## config.mk

```make
export PLATFORM = sky130hd
export DESIGN_NAME = modinv_helper_halve
export DESIGN_NICKNAME = d
export VERILOG_FILES = /design/src/rtl/modinv_helper_halve_pkg.sv /design/src/rtl/modinv_helper_halve_adder32_wrapper.sv /design/src/rtl/modinv_helper_halve.sv
export SDC_FILE = /design/constraint.sdc
export NUM_CORES = 1
export LEC_CHECK = 0
export BUFFER_PORTS_ARGS = -buffer_cell sky130_fd_sc_hd__buf_2
export CAP_MARGIN = 20
export CORE_UTILIZATION = 45
export CTS_BUF_LIST = sky130_fd_sc_hd__clkbuf_4
export DETAILED_ROUTE_END_ITERATION = 10
export GPL_ROUTABILITY_DRIVEN = 0
export PLACE_DENSITY = 0.72
export SYNTH_ARGS = -nofsm -noshare
export SYNTH_HDL_FRONTEND = slang
export SYNTH_SLANG_ARGS = --single-unit
```

## constraint.sdc

```tcl
create_clock -name clk -period 3.65 [get_ports clk]
set_input_delay 0.365 -clock clk [delete_from_list [all_inputs] [get_ports clk]]
set_output_delay 0.365 -clock clk [all_outputs]
set_load 0.03 [all_outputs]
```

## src/rtl/modinv_helper_halve_pkg.sv

```systemverilog
// -----------------------------------------------------------------------------
// modinv_helper_halve_pkg
// Shared types and helpers for the word-serial modular halving helper.
//   word_t  : one 32-bit buffer word
//   clog2() : ceiling log2, used to size the sequencing counter
// -----------------------------------------------------------------------------
package modinv_helper_halve_pkg;

    localparam int WORD_BITS = 32;

    typedef logic [WORD_BITS-1:0] word_t;

    // Ceiling log2; clog2(1) = 0.
    function automatic int clog2(input int value);
        int result;
        int v;
        result = 0;
        v      = value - 1;
        while (v > 0) begin
            result = result + 1;
            v      = v >> 1;
        end
        return result;
    endfunction

endpackage

```

## src/rtl/modinv_helper_halve_adder32_wrapper.sv

```systemverilog
// -----------------------------------------------------------------------------
// adder32_wrapper
// Registered 32-bit adder with carry-in and registered carry-out (latency 1).
// Ports:
//   clk   : clock, posedge
//   a, b  : 32-bit addends
//   c_in  : carry in
//   s     : registered sum
//   c_out : registered carry out
// -----------------------------------------------------------------------------
module adder32_wrapper
    import modinv_helper_halve_pkg::*;
(
    input  logic  clk,
    input  word_t a,
    input  word_t b,
    input  logic  c_in,
    output word_t s,
    output logic  c_out
);

    word_t s_q;
    logic  c_out_q;

    always_ff @(posedge clk) begin
        {c_out_q, s_q} <= {1'b0, a} + {1'b0, b} + {{WORD_BITS{1'b0}}, c_in};
    end

    assign s     = s_q;
    assign c_out = c_out_q;

endmodule

```

## src/rtl/modinv_helper_halve.sv

```systemverilog
// -----------------------------------------------------------------------------
// modinv_helper_halve
// Word-serial modular halving: y = (x + x[0]*n) >> 1, LSW first.
// Ports:
//   clk, rst        : clock and synchronous active-high reset
//   ena / rdy       : start request (sampled while rdy=1) / idle flag
//   x_addr, x_din   : x buffer read port (1-cycle read latency)
//   n_addr, n_din   : n buffer read port (same address as x)
//   y_addr, y_wren,
//   y_dout          : y buffer write port
// Timeline (cycle = proc_cnt value): reads issued 1..N, mask taken in 2,
// sums registered 3..N+2, writes 4..N+3, then back to idle.
// -----------------------------------------------------------------------------
module modinv_helper_halve
    import modinv_helper_halve_pkg::*;
#(
    parameter int BUFFER_NUM_WORDS = 9,
    parameter int BUFFER_ADDR_BITS = 4
) (
    input  logic                        clk,
    input  logic                        rst,
    input  logic                        ena,
    output logic                        rdy,
    output logic [BUFFER_ADDR_BITS-1:0] x_addr,
    input  logic [31:0]                 x_din,
    output logic [BUFFER_ADDR_BITS-1:0] n_addr,
    input  logic [31:0]                 n_din,
    output logic [BUFFER_ADDR_BITS-1:0] y_addr,
    output logic                        y_wren,
    output logic [31:0]                 y_dout
);

    localparam int PROC_CNT_BITS = clog2(BUFFER_NUM_WORDS + 4);

    typedef logic [PROC_CNT_BITS-1:0]    cnt_t;
    typedef logic [BUFFER_ADDR_BITS-1:0] addr_t;

    localparam cnt_t CNT_READ_START  = cnt_t'(1);
    localparam cnt_t CNT_READ_LAST   = cnt_t'(BUFFER_NUM_WORDS);
    localparam cnt_t CNT_MASK        = cnt_t'(2);
    localparam cnt_t CNT_WRITE_START = cnt_t'(4);
    localparam cnt_t CNT_SUM_LAST    = cnt_t'(BUFFER_NUM_WORDS + 2);
    localparam cnt_t CNT_WRITE_LAST  = cnt_t'(BUFFER_NUM_WORDS + 3);

    cnt_t  proc_cnt_q, proc_cnt_d;
    addr_t addr_in_q, addr_in_d;
    addr_t addr_out_q, addr_out_d;
    logic  mask_q, mask_d;
    logic  c_top_q, c_top_d;
    word_t sum_prev_q;

    logic  mask_now;
    word_t add_b;
    logic  add_c_in;
    word_t add_s;
    logic  add_c_out;

    // Sequencing counter and address generators.
    always_comb begin
        proc_cnt_d = proc_cnt_q;
        if (proc_cnt_q == '0) begin
            if (ena) proc_cnt_d = CNT_READ_START;
        end else if (proc_cnt_q == CNT_WRITE_LAST) begin
            proc_cnt_d = '0;
        end else begin
            proc_cnt_d = proc_cnt_q + cnt_t'(1);
        end

        // Read address steps through 0..N-1 during cycles 1..N, else parks at 0.
        addr_in_d = '0;
        if (proc_cnt_q >= CNT_READ_START && proc_cnt_q < CNT_READ_LAST)
            addr_in_d = addr_in_q + addr_t'(1);

        // Write address steps through 0..N-1 during cycles 4..N+3.
        addr_out_d = '0;
        if (proc_cnt_q >= CNT_WRITE_START && proc_cnt_q < CNT_WRITE_LAST)
            addr_out_d = addr_out_q + addr_t'(1);
    end

    // The parity of x word 0 arrives in cycle 2 and is used straight away,
    // then held for the remaining words.
    assign mask_now = (proc_cnt_q == CNT_MASK) ? x_din[0] : mask_q;
    assign mask_d   = (proc_cnt_q == CNT_MASK) ? x_din[0] : mask_q;
    assign add_b    = n_din & {WORD_BITS{mask_now}};
    assign add_c_in = (proc_cnt_q == CNT_MASK) ? 1'b0 : add_c_out;

    // Carry out of the top word becomes bit 31 of the last result word.
    assign c_top_d  = (proc_cnt_q == CNT_SUM_LAST) ? add_c_out : c_top_q;

    adder32_wrapper u_adder (
        .clk   (clk),
        .a     (x_din),
        .b     (add_b),
        .c_in  (add_c_in),
        .s     (add_s),
        .c_out (add_c_out)
    );

    always_ff @(posedge clk) begin
        if (rst) begin
            proc_cnt_q <= '0;
            addr_in_q  <= '0;
            addr_out_q <= '0;
            mask_q     <= 1'b0;
            c_top_q    <= 1'b0;
            sum_prev_q <= '0;
        end else begin
            proc_cnt_q <= proc_cnt_d;
            addr_in_q  <= addr_in_d;
            addr_out_q <= addr_out_d;
            mask_q     <= mask_d;
            c_top_q    <= c_top_d;
            sum_prev_q <= add_s;
        end
    end

    assign rdy    = (proc_cnt_q == '0);
    assign x_addr = addr_in_q;
    assign n_addr = addr_in_q;
    assign y_addr = addr_out_q;
    assign y_wren = (proc_cnt_q >= CNT_WRITE_START) && (proc_cnt_q <= CNT_WRITE_LAST);

    // Word i is the previous sum shifted right with the low bit of the next
    // sum (or the final carry for the top word) shifted in at bit 31.
    assign y_dout = (proc_cnt_q == CNT_WRITE_LAST) ? {c_top_q, sum_prev_q[31:1]}
                                                   : {add_s[0], sum_prev_q[31:1]};

endmodule

```

==> impl_results.rst, run 1 <==
.. list-table::
   :header-rows: 1

   * - Metric
     - Value
   * - Worst Path Max Fanout
     - 5
   * - Data arrival time of the worst path
     - 3.75 ns
   * - Largest cells by area after synthesis
     - dfxtp_1 35%, ha_1 11%, nor2b_1 9.3%
   * - Simple-gate share of the synthesized area
     - 0.2125
   * - Final nets
     - 714
   * - Count of pins over their slew limit
     - 0
   * - Register bit count reported by yosys
     - 78
   * - Placed Cells
     - 722
   * - Largest delay contributor family on the critical path
     - adder cells
   * - Total cell area at the placement stage
     - 5056 sq um
   * - First drt pass iteration count
     - 4
   * - Post-route insts no fill
     - 738
   * - Average size of a mapped cell
     - 8.833 sq um
   * - Setup repair after global routing missed its margin
     - false
   * - Wire length of the first global-routing pass
     - 15130 um
   * - Die Ht
     - 101.3 um
   * - Routed length per placed instance
     - 12.65 um
   * - Ordered list of cells on the worst path
     - inv_1 > ha_1 > nand2_2 > mux2i_4 > nor2b_1 > fa_2 > fa_2 > a211oi_2 > o211ai_1 > a21bo_2 > a2111oi_4 > mux2i_1 > nor3_2
   * - Final number of hold-violating endpoints
     - 0
   * - Cell type with the largest total area after synthesis
     - dfxtp_1
   * - Antenna Diode Count
     - 0
   * - Total number of vias
     - 3723
   * - Sort of element at the end of the critical path
     - flip-flop
   * - Number of nets produced by synthesis
     - 611
   * - Worst Hold Depth
     - 4
   * - Area share of the largest cell type after synthesis
     - 0.3521
   * - Setup TNS
     - 0 ns
   * - Antenna-violating nets left
     - 0
   * - Number of input and output port buffers inserted
     - 112
   * - Overflow left after global routing
     - 0
   * - Worst-case clock buffer depth
     - 2
   * - Overall track demand over capacity in global routing
     - 0.1864
   * - Die ar.
     - 10250 sq um
   * - Most repeated library cell on the critical path
     - fa_2
   * - Parity-gate share of the synthesized area counting xor and xnor cells
     - 0.05530
   * - Adder and majority gate portion of the synthesized area
     - 0.1219
   * - Count of clock tree sinks
     - 78
   * - Measured slew at the worst slew-check pin
     - 0.7091 ns
   * - Width of the die
     - 101.3 um
   * - Final clock skew
     - 0.01877 ns
   * - Run status
     - complete, no violations
   * - DRC violation count after routing
     - 0
   * - Worst Reg-to-Reg Cells
     - 13
   * - Clock buffers created by TritonCTS
     - 9
   * - Worst setup margin
     - 0.1886 ns
   * - Crit-path slowest cell
     - fa_2
   * - Via-per-instance ratio
     - 5.045
   * - Leakage power
     - 2.469 nW
   * - Core area
     - 9371 sq um
   * - Largest family of logic cells by synthesized area
     - simple AND/OR/NAND/NOR gates
   * - Highest achievable clock rate
     - 288.9 MHz
   * - Max rail drop VDD
     - 0.0001999 V
   * - Clock slew at reported path FFs
     - 0.13 ns
   * - CTS tree
     - yes
   * - Wire length reported by the detailed router
     - 9339 um
   * - Share of post-route cells with drive strength above 1
     - 0.2627
   * - Hold Path Class
     - primary input to flip-flop
   * - Critical register-to-register path endpoint
     - u_adder.s[30]
   * - Count of flip-flops with a built-in enable after synthesis
     - 0
   * - Starting density of the core
     - 0.4732
   * - Largest net degree at the start of global routing
     - 40
   * - CP startpoint kind
     - flip-flop
   * - Share of the synthesized area in compound gates (AO/OA/AOI/OAI)
     - 0.2020
   * - Async set or reset register ratio after synthesis
     - 0
   * - Final hold slack
     - 0.2732 ns
   * - Vias in the first global route
     - 3412
   * - Leading register cell type out of synthesis
     - dfxtp_1
   * - Gate count of the mapped netlist
     - 502
   * - Skew-Pair Late Insertion Delay
     - 0.41 ns
   * - Iter 0 DRT Violations
     - 153
   * - Tcrit/Tclk final
     - 0.9483
   * - Crit Path Class
     - flip-flop to flip-flop
   * - End-of-flow core utilization
     - 0.5582
   * - Critical path buffers and inverters
     - 1
   * - YS warnings
     - 0
   * - Terminating pin of the worst hold path
     - proc_cnt_q[1]
   * - Area of the mapped netlist
     - 4434 sq um
   * - Sequential share of the synthesized area
     - 0.3521
   * - H-Tree Level Count
     - 3
   * - Mux contribution to synthesized area
     - 0.007054
   * - HPWL Detailed
     - 7434 um
   * - Place WS
     - 0.01381 ns
   * - Post-route cell area
     - 5231 sq um
   * - Root buffer cell
     - clkbuf_4
   * - Area added between synthesis and finish
     - 17.97%
   * - Floorplan row count
     - 35
   * - Number of setup violations in the final report
     - 0
   * - Total of max-cap violations
     - 0
   * - Synth unique cells
     - 62
   * - IO Pins
     - 113
   * - Worst Min Path Start
     - ena
   * - Time the worst path needs with I/O delays and setup
     - 3.461 ns
   * - Antenna violations before repair
     - 0
   * - Highest cell delay on the worst timing path
     - 0.40 ns
   * - Reg-to-reg startpoint
     - proc_cnt_q[2]
   * - Pwr/cell area
     - 632.5 nW/um^2
   * - Max_slew headroom
     - 0.5272
   * - Worst R2R Setup Slack
     - 0.19 ns
   * - Required time of the worst setup path
     - 3.94 ns
   * - Final Power
     - 3.309 mW
[synth_stat cells (7+ instances only)]
cell type	count
dfxtp_1	78
nor2b_1	66
a21oi_1	42
ha_1	40
nor2_1	34
nand2_1	28
inv_1	22
o21ai_0	18
xnor2_1	18
a21o_1	15
clkbuf_1	10
nand3_1	10
xor2_1	10
nand4_1	8
o21ai_1	7
[area by class of cell]
type | count | area (sq um)
Fill cell | 913 | 4140
Multi-Input combinational cell | 378 | 2675
Tap cell | 129 | 161.4
Timing Repair Buffer | 116 | 594.3
Clock inverter | 6 | 86.33
Inverter | 22 | 82.58
Sequential cell | 78 | 1564
Clock buffer | 9 | 67.56
[worst max path at each step]
stage | startpoint | to | slack, ns | cells past startpoint
after floorplan | proc_cnt_q[2] | u_adder.s[30] | 0.01 | 14
final | proc_cnt_q[2] | u_adder.s[30] | 0.19 | 13
after global routing | proc_cnt_q[2] | u_adder.s[29] | 0.03 | 13
after detailed placement | proc_cnt_q[2] | u_adder.s[30] | 0.01 | 13
after CTS | proc_cnt_q[2] | u_adder.s[30] | 0.03 | 13
after global placement | proc_cnt_q[2] | u_adder.s[30] | 0.14 | 13
[cell usage in the layout, fill, tap and decap left out, drive strengths merged, types with 3 or more instances in the layout]
cell type / instances
a211oi: 9
a21boi: 4
a21o: 16
a21oi: 44
a31oi: 6
and2: 6
buf: 116
clkbuf: 9
dfxtp: 78
ha: 40
inv: 23
nand2: 28
nand2b: 6
nand3: 10
nand4: 8
nor2: 35
nor2b: 66
nor3: 3
o211ai: 6
o21ai: 25
or2: 3
or3: 3
xnor2: 18
xor2: 10
[worst min-delay path: cells and delay by family]
family | cells | cell delay (ns)
AOI/OAI and AO/OA | 1 | 0.05
buffers and inverters | 1 | 0.10
and+or+nand+nor | 2 | 0.12
[power breakdown]
part | total [mW] | internal, mW | leakage (nW) | switching, mW
logic | 1.56 | 0.608 | 1.74 | 0.948
clock network | 0.557 | 0.274 | 0.0822 | 0.282
registers | 1.20 | 1.12 | 0.651 | 0.0726
[cells by family (layout without fill, tap and decap cells)]
kind of cell / after synthesis / in the layout
multiplexers: 3 / 3
XOR/XNOR: 28 / 28
AND/OR/NAND/NOR: 176 / 176
buffers and inverters: 46 / 153
adder cells (fa/ha/maj): 42 / 42
AO/OA/AOI/OAI: 129 / 129
flip-flops: 78 / 78
[sequential cells by signal, indices dropped and copies added (netlist names)]
register / flops
proc_cnt_q: 4
n_addr: 4
u_adder.s: 32
u_adder.c_out: 1
mask_q: 1
c_top_q: 1
sum_prev_q: 31
y_addr: 4
[timing repair]
| item | in CTS | in global routing |
|---|---|---|
| resized for setup | 1 | 6 |
| pin swaps | 0 | 1 |
| hold buffers | 0 | 0 |
| buffers inserted | 0 | 1 |
| endpoints found under the setup margin | 2 | 12 |
[layer usage]
metal / up-vias / part of all wire / GRT usage
li1: 1943 / - / -
met1: 1673 / 0.48 / 0.2422
met2: 98 / 0.45 / 0.3119
met3: 9 / 0.051 / 0.03244
met4: 0 / 0.012 / 0.06466
met5: - / 0 / 0
Note: power is estimated with default switching activity, not from simulation.
==> run 2, diff against run 1 <==
CORE_UTILIZATION = 35   (was 45)
PLACE_DENSITY = unset   (was 0.72)
SYNTH_HIERARCHICAL = 1   (was unset)
==> run 2 against run 1 <==
The flow now finishes with violations (design-rule violations). Synthesized cell count down 8.6%. Critical path type unchanged. Maximum frequency fell by 0.86%. Sequential share of layout area is 0.057 points lower.
==> impl_results.rst, run 2 <==
.. list-table::
   :header-rows: 1

   * - Metric
     - Value
   * - Pwr/cell area
     - 573.7 nW/um^2
   * - Share of the synthesized area in compound gates (AO/OA/AOI/OAI)
     - 0.1739
   * - Area share of the largest cell type after synthesis
     - 0.3691
   * - YS warnings
     - 6
   * - Via-per-instance ratio
     - 4.889
   * - Clock slew at reported path FFs
     - 0.13 ns
   * - Worst Path Max Fanout
     - 8
   * - Cell type with the largest total area after synthesis
     - dfxtp_1
   * - Die Ht
     - 111.9 um
   * - Post-route cell area
     - 5241 sq um
   * - Async set or reset register ratio after synthesis
     - 0
   * - Total cell area at the placement stage
     - 4979 sq um
   * - Final Power
     - 3.007 mW
   * - Core area
     - 11610 sq um
   * - Worst Hold Depth
     - 3
   * - Cell with the most instances after synthesis
     - dfxtp_1
   * - Antenna-violating nets left
     - 0
   * - Root buffer cell
     - clkbuf_4
   * - CP startpoint kind
     - flip-flop
   * - Most common cell after layout, fill and taps aside
     - buf_2
   * - Setup TNS
     - 0 ns
   * - Total number of vias
     - 3569
   * - Area of the mapped netlist
     - 4230 sq um
   * - Hold Path Class
     - primary input to flip-flop
   * - H-Tree Level Count
     - 3
   * - Required time of the worst setup path
     - 4.03 ns
   * - HPWL Detailed
     - 7611 um
   * - Worst R2R Setup Slack
     - 0.16 ns
   * - Count of flip-flops with a built-in enable after synthesis
     - 0
   * - Tcrit/Tclk final
     - 0.9565
   * - Worst Reg-to-Reg Cells
     - 15
   * - Violated checks
     - design-rule violations
   * - Routed length per placed instance
     - 13.22 um
   * - CTS tree
     - yes
   * - Vias in the first global route
     - 3362
   * - Number of flip-flops under the largest register name
     - 32
   * - Parity-gate share of the synthesized area counting xor and xnor cells
     - 0.07039
   * - Data arrival time of the worst path
     - 3.87 ns
   * - Measured slew at the worst slew-check pin
     - 0.6806 ns
   * - Number of setup violations in the final report
     - 0
   * - Final nets
     - 692
   * - End-of-flow core utilization
     - 0.4513
   * - Worst Min Path Start
     - ena
   * - Filler cell count
     - 1170
   * - Wire length of the first global-routing pass
     - 15550 um
   * - Max_slew headroom
     - 0.5463
   * - Max rail drop VDD
     - 0.0002103 V
   * - Average size of a mapped cell
     - 9.216 sq um
   * - DRC violation count after routing
     - 10
   * - Largest family of logic cells by synthesized area
     - simple AND/OR/NAND/NOR gates
   * - Most frequent cells after synthesis
     - 78 x dfxtp_1, 66 x nor2b_1, 42 x ha_1, 40 x a21oi_1, 24 x nor2_1
   * - Final number of hold-violating endpoints
     - 0
   * - Highest achievable clock rate
     - 286.4 MHz
   * - First drt pass iteration count
     - 7
   * - Leakage power
     - 2.515 nW
   * - Crit Path Class
     - flip-flop to flip-flop
   * - Simple-gate share of the synthesized area
     - 0.1955
   * - Terminating pin of the worst hold path
     - proc_cnt_q[0]
   * - Sort of element at the end of the critical path
     - flip-flop
   * - Floorplan row count
     - 39
   * - Overflow left after global routing
     - 0
   * - Width of the die
     - 111.9 um
   * - Die ar.
     - 12530 sq um
   * - Count of clock tree sinks
     - 78
   * - Sequential share of the synthesized area
     - 0.3691
   * - Wire length reported by the detailed router
     - 9654 um
   * - Area added between synthesis and finish
     - 23.90%
   * - Starting density of the core
     - 0.3643
   * - Share of post-route cells with drive strength above 1
     - 0.2935
   * - Critical register-to-register path endpoint
     - u_adder/s[29]
   * - Worst-case clock buffer depth
     - 2
   * - Adder and majority gate portion of the synthesized area
     - 0.1337
   * - Commonest non-fill, non-tap cells in the layout
     - 112 x buf_2, 76 x dfxtp_1, 65 x nor2b_1
   * - Time the worst path needs with I/O delays and setup
     - 3.491 ns
   * - Total of max-cap violations
     - 0
   * - IO Pins
     - 113
   * - Synth unique cells
     - 55
   * - Register bit count reported by yosys
     - 78
   * - Clock buffers created by TritonCTS
     - 9
   * - Skew-Pair Late Insertion Delay
     - 0.44 ns
   * - Gate count of the mapped netlist
     - 459
   * - Number of input and output port buffers inserted
     - 112
   * - Largest cells by area after synthesis
     - dfxtp_1 37%, ha_1 12%, nor2b_1 9.8%
   * - Reg-to-reg startpoint
     - proc_cnt_q[0]
   * - Antenna violations before repair
     - 1
   * - Leading register cell type out of synthesis
     - dfxtp_1
   * - Run status
     - finished, violations left
   * - Largest net degree at the start of global routing
     - 40
   * - Overall track demand over capacity in global routing
     - 0.1549
   * - Count of pins over their slew limit
     - 0
   * - Mux contribution to synthesized area
     - 0.01272
   * - Iter 0 DRT Violations
     - 166
   * - Final clock skew
     - 0.01351 ns
   * - Number of nets produced by synthesis
     - 570
run 2: worst max-delay path, stage by stage (launching register included):
cell	delay [ns]
dfxtp_2	0.36
inv_2	0.06
ha_1	0.20
nand2_2	0.09
mux2i_4	0.26
buf_12	0.14
buf_8	0.12
nor2b_1	0.05
ha_1	0.33
and4_1	0.23
nor4b_4	0.24
inv_2	0.06
o311a_4	0.38
or4_1	0.50
a31oi_1	0.23
xor2_1	0.17
run 2: how the worst max path moves through the flow:
stage                        startpoint  slack (ns)  depth (start not counted)            end
final                     proc_cnt_q[0]        0.16                         15  u_adder/s[29]
after global routing      proc_cnt_q[3]       -0.01                         15  u_adder/s[29]
after CTS                 proc_cnt_q[2]        0.01                         14  u_adder/s[29]
after detailed placement  proc_cnt_q[2]        0.03                         14  u_adder/s[31]
after global placement    proc_cnt_q[2]        0.11                         14  u_adder/s[31]
after floorplan           proc_cnt_q[2]        0.02                         15  u_adder/s[24]
run 2: cell families (layout without fill, tap and decap cells):
kind of cell | Yosys count | in the layout
compound gates | 113 | 113
xor+xnor | 34 | 34
fa+ha+maj | 44 | 44
buf+inv | 38 | 165
flops | 78 | 78
mux | 4 | 4
other cells | 0 | 1
simple gates | 148 | 148
run 2: report_power, final:
part / leakage, nW / internal (mW) / switching (mW)
registers: 0.651 / 1.08 / 0.0651
logic: 1.80 / 0.569 / 0.820
clock network: 0.0648 / 0.149 / 0.321
total: 2.52 / 1.80 / 1.21
run 2: final cells by class:
cell class              instances  area (sq um)  share of cell area
clock inverters                 7         57.56             0.01098
flip-flops and latches         78          1564              0.2984
clock buffers                   9         67.56             0.01289
repair buffers                133         759.5              0.1449
multi-input cells             343          2551              0.4868
inverters                      16         60.06             0.01146
well taps                     143         178.9             0.03414
diodes                          1         2.502           0.0004774
run 2: metal layers:
metal	share of wire	wire, um	up-vias	GRT usage
li1	-	-	1843	-
met1	0.48	4651	1604	0.2080
met2	0.44	4284	105	0.2451
met3	0.055	535	17	0.03266
met4	0.019	184	0	0.05600
met5	0	0	-	0
run 2: timing repair:
| action | 4_1_cts | 5_1_grt |
|---|---|---|
| endpoints found under the setup margin | 1 | 14 |
| setup buffers | 0 | 3 |
| gates cloned | 0 | 1 |
| pin swaps | 0 | 8 |
| hold buffers | 0 | 0 |
| gates resized for setup | 1 | 16 |
run 2: stage by stage:
stage	std cells	worst slack (ns)	hold slack (ns)
after floorplan	459	0.02075	0.4138
after global placement	709	0.1070	0.4189
after detailed placement	709	0.02953	0.4227
after CTS	725	0.01092	0.2035
after global routing	730	-0.01348	0.2255
final	730	0.1586	0.2234
==> run 3, diff against run 2 <==
CTS_BUF_LIST = unset   (was sky130_fd_sc_hd__clkbuf_4)
GPL_TIMING_DRIVEN = 1   (was unset)
==> run 3 against run 2 <==
The run still ends with design-rule violations left. Via count fell by 0.56%. Sequential power hardly changed. Highest routed layer unchanged. Largest cell class unchanged. Clock skew is 0.0083 ns lower. Routed wire length decreased by 0.39%. Flip-flop and latch count is the same.
==> impl_results.rst, run 3 (same netlist as run 2, synthesis figures left out) <==
.. list-table::
   :header-rows: 1

   * - Metric
     - Value
   * - Share of post-route cells with drive strength above 1
     - 0.2947
   * - Violated checks
     - design-rule violations
   * - Clock slew at reported path FFs
     - 0.06 ns
   * - Area added between synthesis and finish
     - 27.63%
   * - Count of pins over their slew limit
     - 0
   * - Count of clock tree sinks
     - 78
   * - Antenna-violating nets left
     - 0
   * - Worst-case clock buffer depth
     - 2
   * - Worst Path Max Fanout
     - 8
   * - Most common cell after layout, fill and taps aside
     - buf_2
   * - Total of max-cap violations
     - 0
   * - Crit Path Class
     - flip-flop to flip-flop
   * - Area taken by flip-flops and latches
     - 1564 sq um
   * - Die ar.
     - 12530 sq um
   * - Final number of hold-violating endpoints
     - 0
   * - Setup TNS
     - 0 ns
   * - Vias in the first global route
     - 3377
   * - Width of the die
     - 111.9 um
   * - Highest cell delay on the worst timing path
     - 0.49 ns
   * - Die Ht
     - 111.9 um
   * - Via-per-instance ratio
     - 4.862
   * - Root buffer cell
     - clkbuf_16
   * - Max rail drop VDD
     - 0.0002669 V
   * - Overall track demand over capacity in global routing
     - 0.1576
   * - Run status
     - finished, violations left
   * - Largest delay contributor family on the critical path
     - simple AND/OR/NAND/NOR gates
   * - Clock buffers created by TritonCTS
     - 9
   * - Worst Reg-to-Reg Cells
     - 15
   * - Worst Hold Depth
     - 3
   * - Core area
     - 11610 sq um
   * - Data arrival time of the worst path
     - 3.73 ns
   * - Required time of the worst setup path
     - 3.92 ns
   * - Routed length per placed instance
     - 13.17 um
   * - Number of flip-flops under the largest register name
     - 32
   * - Floorplan row count
     - 39
   * - Wire length reported by the detailed router
     - 9616 um
   * - Setup repair after global routing missed its margin
     - false
   * - Overflow left after global routing
     - 0
   * - IO Pins
     - 113
   * - Largest net degree at the start of global routing
     - 40
   * - Antenna Diode Count
     - 0
   * - Commonest non-fill, non-tap cells in the layout
     - 112 x buf_2, 76 x dfxtp_1, 65 x nor2b_1
   * - Time the worst path needs with I/O delays and setup
     - 3.465 ns
   * - Hold Path Class
     - primary input to flip-flop
   * - CTS tree
     - yes
   * - H-Tree Level Count
     - 3
   * - Starting density of the core
     - 0.3643
   * - Leakage power
     - 2.589 nW
   * - Number of setup violations in the final report
     - 0
   * - Sort of element at the end of the critical path
     - flip-flop
   * - Multi-input logic area
     - 2541 sq um
   * - Filler cell count
     - 1150
   * - CP startpoint kind
     - flip-flop
   * - Skew-Pair Late Insertion Delay
     - 0.34 ns
   * - Total number of vias
     - 3549
   * - Cell depth of the worst setup path
     - 15
   * - Tcrit/Tclk final
     - 0.9494
   * - Measured slew at the worst slew-check pin
     - 0.6784 ns
   * - Final hold slack
     - 0.3277 ns
   * - HPWL Detailed
     - 7611 um
   * - Wire length of the first global-routing pass
     - 15700 um
   * - Crit-path slowest cell
     - or4_1
   * - Highest achievable clock rate
     - 288.6 MHz
   * - Ordered list of cells on the worst path
     - inv_2 > ha_1 > nand2_2 > mux2i_4 > buf_12 > buf_12 > nor2b_1 > ha_1 > and4_1 > nor4b_4 > inv_2 > o311a_4 > or4_1 > a31oi_1 > xor2_1
   * - Max_slew headroom
     - 0.5477
   * - Final clock skew
     - 0.005184 ns
   * - Number of input and output port buffers inserted
     - 112
   * - DRC violation count after routing
     - 10
   * - Antenna violations before repair
     - 0
   * - Pwr/cell area
     - 625.2 nW/um^2
   * - Critical path buffers and inverters
     - 4
   * - First drt pass iteration count
     - 7
   * - Iter 0 DRT Violations
     - 196
   * - Final nets
     - 693
run 3: stage by stage:
step,utilization,area (sq um),power (mW),setup WS (ns),instances
2_1_floorplan,-,4240,2.146,0.02075,459
3_3_place_gp,0.4287,4979,2.463,0.1070,709
3_5_place_dp,0.4287,4979,2.482,0.02953,709
4_1_cts,0.4530,5261,3.328,0.0004916,725
5_1_grt,0.4649,5399,3.596,0.002306,730
6_report,0.4649,5399,3.376,0.1848,730
run 3: repair_timing:
item	CTS	global route
hold buffers	0	0
resized for setup	0	17
endpoints found under the hold margin	0	0
buffers inserted	0	4
setup endpoints to repair	0	14
run 3: layout make-up:
cell class / count / area share
Multi-Input combinational cell: 343 / 0.4707
Sequential cell: 78 / 0.2897
Timing Repair Buffer: 134 / 0.1430
Clock buffer: 9 / 0.04171
Tap cell: 143 / 0.03314
Inverter: 16 / 0.01112
Clock inverter: 7 / 0.01066
run 3: final timing paths:
check,startpoint,endpoint,slack (ns)
max reg2reg,proc_cnt_q[0],u_adder/s[29],0.18
min reg2reg,u_adder/s[5],sum_prev_q[5],0.43
max,proc_cnt_q[0],u_adder/s[29],0.18
min,ena,proc_cnt_q[0],0.33
run 3: routing by layer:
| metal | vias up | share of wire | track usage |
|---|---|---|---|
| met1 | 1581 | 0.48 | 0.2107 |
| met2 | 107 | 0.44 | 0.2460 |
| li1 | 1845 | - | - |
| met3 | 16 | 0.062 | 0.03375 |
| met4 | 0 | 0.019 | 0.06578 |
| met5 | - | 0 | 0 |
run 3: worst register-to-register path, cell delays in order, from the launching register on:
cell and delay (ns):
dfxtp_2 0.34, inv_2 0.06, ha_1 0.20, nand2_2 0.09
mux2i_4 0.27, buf_12 0.15, buf_12 0.12, nor2b_1 0.05
ha_1 0.33, and4_1 0.23, nor4b_4 0.24, inv_2 0.06
o311a_4 0.38, or4_1 0.49, a31oi_1 0.22, xor2_1 0.17
run 3: power by group:
part / switching (mW) / leakage [nW] / internal [mW]
Clock: 0.363 / 0.134 / 0.469
Combinational: 0.819 / 1.80 / 0.573
Sequential: 0.0653 / 0.651 / 1.09
